<file path="config.mk">
export PLATFORM = sky130hd
export DESIGN_NAME = operand_fetch_ctrl
export DESIGN_NICKNAME = d
export VERILOG_FILES = /design/src/rtl/operand_fetch_ctrl.sv
export SDC_FILE = /design/constraint.sdc
export NUM_CORES = 1
export LEC_CHECK = 0
export ABC_AREA = 1
export CAP_MARGIN = 20
export CORE_MARGIN = 3
export CORE_UTILIZATION = 30
export CTS_BUF_LIST = sky130_fd_sc_hd__clkbuf_2 sky130_fd_sc_hd__clkbuf_4 sky130_fd_sc_hd__clkbuf_8
export DETAILED_ROUTE_END_ITERATION = 8
export HOLD_SLACK_MARGIN = 0.06
export PLACE_DENSITY = 0.66
export SYNTH_ARGS = -nofsm -noshare
export SYNTH_HDL_FRONTEND = slang
export SYNTH_SLANG_ARGS = --single-unit
export TNS_END_PERCENT = 10
</file>
<file path="constraint.sdc">
create_clock -name clk -period 3.37 [get_ports clk]
set_input_delay 0.5055 -clock clk [delete_from_list [all_inputs] [get_ports clk]]
set_output_delay 0.5055 -clock clk [all_outputs]
set_load 0.02 [all_outputs]
</file>
<file path="src/rtl/operand_fetch_ctrl.sv">
// rtl/operand_fetch_ctrl.sv - operand fetch controller with scoreboard; optional forwarding under RF_BYPASS_EN
module operand_fetch_ctrl #(
    parameter int DW   = 16,
    parameter int AW   = 3,
    parameter int NREG = 8
) (
    input  logic          clk,
    input  logic          rst_n,
    input  logic          in_valid,
    output logic          in_ready,
    input  logic [AW-1:0] in_src1,
    input  logic [AW-1:0] in_src2,
    input  logic [AW-1:0] in_dst,
    input  logic          in_wb,
    output logic          out_valid,
    input  logic          out_ready,
    output logic [DW-1:0] out_op_a,
    output logic [DW-1:0] out_op_b,
    output logic [AW-1:0] out_dst,
    output logic          out_wb,
    input  logic          wb_valid,
    input  logic [AW-1:0] wb_reg,
    input  logic [DW-1:0] wb_data,
    output logic          rf_en,
    output logic          rf_regen,
    output logic [AW-1:0] rf_readreg1,
    output logic [AW-1:0] rf_readreg2,
    output logic [AW-1:0] rf_writereg,
    output logic [DW-1:0] rf_data_result,
    input  logic [DW-1:0] rf_data_A,
    input  logic [DW-1:0] rf_data_B,
    output logic          wb_err
);
    localparam logic [1:0] S_IDLE = 2'd0;
    localparam logic [1:0] S_READ = 2'd1;
    localparam logic [1:0] S_HOLD = 2'd2;

    logic [1:0]      state_q, state_d;
    logic [NREG-1:0] pending_q, pending_d;
    logic [AW-1:0]   src1_q, src1_d, src2_q, src2_d, dst_q, dst_d;
    logic            wbf_q, wbf_d;
    logic [DW-1:0]   op_a_q, op_a_d, op_b_q, op_b_d;
    logic            regen_q, regen_d;
    logic [AW-1:0]   writereg_q, writereg_d;
    logic [DW-1:0]   result_q, result_d;
    logic            wb_err_q, wb_err_d;

    logic [NREG-1:0] busy;
    logic            src1_busy, src2_busy, hazard, accept;

    always_comb begin
        // A register in its commit cycle is already free for readers and writers.
        busy = pending_q;
        if (regen_q) busy[writereg_q] = 1'b0;
        src1_busy = busy[in_src1];
        src2_busy = busy[in_src2];
`ifdef RF_BYPASS_EN
        if (wb_valid && wb_reg == in_src1) src1_busy = 1'b0;
        if (wb_valid && wb_reg == in_src2) src2_busy = 1'b0;
`endif
        hazard = src1_busy | src2_busy | (in_wb & busy[in_dst]);

        in_ready = 1'b0;
        case (state_q)
            S_IDLE:  in_ready = ~hazard;
            S_HOLD:  in_ready = out_ready & in_valid & ~hazard;
            default: in_ready = 1'b0;
        endcase
        accept = in_valid & in_ready;

        state_d = state_q;
        src1_d  = src1_q;
        src2_d  = src2_q;
        dst_d   = dst_q;
        wbf_d   = wbf_q;
        op_a_d  = op_a_q;
        op_b_d  = op_b_q;
        case (state_q)
            S_IDLE: if (accept) state_d = S_READ;
            S_READ: begin
                op_a_d  = rf_data_A;
                op_b_d  = rf_data_B;
`ifdef RF_BYPASS_EN
                // The register file returns the old value when it writes the same cycle.
                if (regen_q && writereg_q == src1_q) op_a_d = result_q;
                if (regen_q && writereg_q == src2_q) op_b_d = result_q;
`endif
                state_d = S_HOLD;
            end
            S_HOLD: if (accept) state_d = S_READ;
                    else if (out_ready) state_d = S_IDLE;
            default: state_d = S_IDLE;
        endcase
        if (accept) begin
            src1_d = in_src1;
            src2_d = in_src2;
            dst_d  = in_dst;
            wbf_d  = in_wb;
        end

        pending_d = pending_q;
        if (regen_q) pending_d[writereg_q] = 1'b0;
        if (accept && in_wb) pending_d[in_dst] = 1'b1;

        regen_d    = wb_valid;
        writereg_d = wb_valid ? wb_reg : writereg_q;
        result_d   = wb_valid ? wb_data : result_q;
        wb_err_d   = wb_err_q | (wb_valid & ~busy[wb_reg]);
    end

    always_ff @(posedge clk or negedge rst_n) begin
        if (!rst_n) begin
            state_q    <= S_IDLE;
            pending_q  <= '0;
            src1_q     <= '0;
            src2_q     <= '0;
            dst_q      <= '0;
            wbf_q      <= 1'b0;
            op_a_q     <= '0;
            op_b_q     <= '0;
            regen_q    <= 1'b0;
            writereg_q <= '0;
            result_q   <= '0;
            wb_err_q   <= 1'b0;
        end else begin
            state_q    <= state_d;
            pending_q  <= pending_d;
            src1_q     <= src1_d;
            src2_q     <= src2_d;
            dst_q      <= dst_d;
            wbf_q      <= wbf_d;
            op_a_q     <= op_a_d;
            op_b_q     <= op_b_d;
            regen_q    <= regen_d;
            writereg_q <= writereg_d;
            result_q   <= result_d;
            wb_err_q   <= wb_err_d;
        end
    end

    assign out_valid      = (state_q == S_HOLD);
    assign out_op_a       = op_a_q;
    assign out_op_b       = op_b_q;
    assign out_dst        = dst_q;
    assign out_wb         = wbf_q;
    assign rf_en          = (state_q == S_READ) | regen_q;
    assign rf_regen       = regen_q;
    assign rf_readreg1    = src1_q;
    assign rf_readreg2    = src2_q;
    assign rf_writereg    = writereg_q;
    assign rf_data_result = result_q;
    assign wb_err         = wb_err_q;
endmodule

</file>
==> out/results.ini <==
[run_status]
outcome = completed

[logic_synthesis]
synth_area_um2 = 3190
syn-mean-instance-area_um2 = 10.4
synth-seq-cells = 73
netlist_instances = 306
yosys_warnings = 0
synth_cell_types = 19
syn-num-nets = 372
seq_area_frac_synth_pct = 57.2

[clock_network]
post_cts_buffers = 0
clk_path_buf_depth = 2
htreeDepth = 3
ctsHoldBuffers = 0
numCtsBuffers = 9
clock-sinks = 73
cts_resized = 0
worstSkewPairLatency_ns = 0.35
clk_pin_slew_ns = 0.09
cts-root-buf = clkbuf_8
cts_tree = built

[drt]
wl_per_cell_um = 14.2
first_pass_iters = 5
wl_um = 8300
ant_nets = 0
drt_iter0_markers = 93
via_per_inst = 4.58
drc_errors = 0
via_count = 2677

[placement]
routabilityCongestion = 0.864
port_buffers = 131
dp_hpwl_um = 6280
placedCellCount = 568

[die]
core_um2 = 10300
num_rows = 37
die_y_um = 109
dieArea_um2 = 11900
dieWidth_um = 109
ios = 132
initial_core_util_pct = 30.9

[power_and_ir_drop]
ir_worst_vdd_mv = 0.445
power_density_nw_per_um2 = 744
power.leakage_nw = 2.15

[global_route]
grt_max_degree = 74
grt-ovfl-total = 0
grt_pass1_vias = 2835
track_usage_pct = 14.8
grt_pass1_wl_um = 13500
antenna_found_initial = 0

[timing]
setup-tns-final_ns = 0
fin_crit_sh_pct = 91.3
worst-slew-pin-transition_ns = 0.946
period_needed_ns = 3.08
hold_violations = 0
setup_viol = 0
fmax_mhz = 325
skew_ns = 0.0137
maxSlewViolCount = 0
max_slew_margin_pct = 36.8
rsz0062_at_grt = false

[layout]
area_growth_syn_to_layout_pct = 52.5
fin_util_pct = 47.2
finalNetCount = 509
final.fill_count = 987
seqCellArea_um2 = 1830
multi_input_area_um2 = 1240
layout-drive-gt1-share_pct = 16.7
antenna_cells = 0
stdcell_count = 584

[critical_path]
critical_path_class = in2out
startpoint_type = input port
required_ns = 2.86
setup.worst_path.end_class = output port
cp_data_arrival_time_ns = 2.57
path_max_fanout = 5

[worst_hold_path]
hp-class = in2async

[flow_run]
maxCapViolCount = 0

## cell families after synthesis
kind of cell / share of synthesized area, %
AOI/OAI and AO/OA: 2.04
buffers and inverters: 4.00
DFF: 57.2
muxes: 17.3
and+or+nand+nor: 19.4
## cells in the final DEF (no fill, tap or decap), types with 5 or more instances in the layout
master,count
buf_4,5
mux2_2,49
nand4_1,9
nand3_1,29
clkdlybuf4s50_1,130
nand2_1,78
nor3_1,5
a21oi_1,5
dfrtp_1,73
inv_1,23
nor2_1,11
o21ai_0,8
clkbuf_8,10
## report_power, final
part           internal, mW  leakage [nW]  switching (mW)
clock                 0.363        0.0985           0.338
combinational         0.813          1.18           0.758
sequential             1.19         0.872           0.165
## Yosys cell counts, drive strengths merged
cell | count | area [um2]
nand2 | 80 | 310
dfrtp | 73 | 1830
mux2 | 49 | 552
nand3 | 29 | 145
inv | 24 | 90.1
nor2 | 12 | 52.6
nand4 | 9 | 56.3
o21ai | 8 | 40.0
nor3 | 6 | 41.3
a21oi | 5 | 25.0
clkbuf | 5 | 18.8
buf | 4 | 18.8
nand3b | 2 | 15.0
## metal layers
layer  wire length (um)  track usage, %  share of wire, %
met1               3330            17.5                40
met2               4260            24.6                51
met3                631            5.98               7.6
met4                 82            4.60              0.99
met5                  0               0                 0
## state kept, by name, indices dropped and copies added, names as in the netlist
name,flops
wb_err,1
out_wb,1
out_op_a,16
out_dst,3
rf_writereg,3
state_q,2
rf_data_result,16
rf_regen,1
rf_readreg2,3
out_op_b,16
pending_q,8
rf_readreg1,3
## final cells by class
| class | instances | area share (%) |
|---|---|---|
| Inverter | 24 | 1.85 |
| Tap cell | 136 | 3.50 |
| Clock inverter | 6 | 1.39 |
| Clock buffer | 10 | 2.83 |
| Sequential cell | 73 | 37.5 |
| Timing Repair Buffer | 135 | 27.5 |
| Multi-Input combinational cell | 200 | 25.4 |
## path summary, 6_finish.rpt
path / from / endpoint / slack (ns) / cells after the start
hold reg to reg: wb_err / wb_err / 0.48 / 1
max in group asynchronous: rst_n / out_op_b[4] / 2.49 / 1
min in group clk: wb_err / wb_err / 0.48 / 1
setup / recovery: in_dst[0] / in_ready / 0.29 / 10
hold / removal: rst_n / out_op_b[10] / 0.27 / 1
setup reg to reg: rf_writereg[1] / rf_readreg2[1] / 1.44 / 14
## per-stage QoR
| stage | worst slack [ns] | hold slack, ns | instance area, um2 | power [mW] |
|---|---|---|---|---|
| final | 0.293 | 0.269 | 4870 | 3.62 |
| after global routing | 0.0907 | 0.353 | 4870 | 3.85 |
| after CTS | 0.285 | 0.316 | 4870 | 3.68 |
| after detailed placement | 0.285 | 0.465 | 4660 | 2.96 |
| after global placement | 0.360 | 0.463 | 4660 | 2.94 |
| after floorplan | 1.33 | 0.210 | 3190 | 2.14 |
## worst max-delay path, cell delays in order
cell and delay [ns]:
clkdlybuf4s50_1 0.55, inv_1 0.12, nor3_1 0.28, nand2_1 0.09, nand2_1 0.07, inv_1 0.04
nand3_1 0.08, nand2_2 0.07, nor3_4 0.13, clkdlybuf4s50_1 0.64
Power figures use the tool's default switching activity.
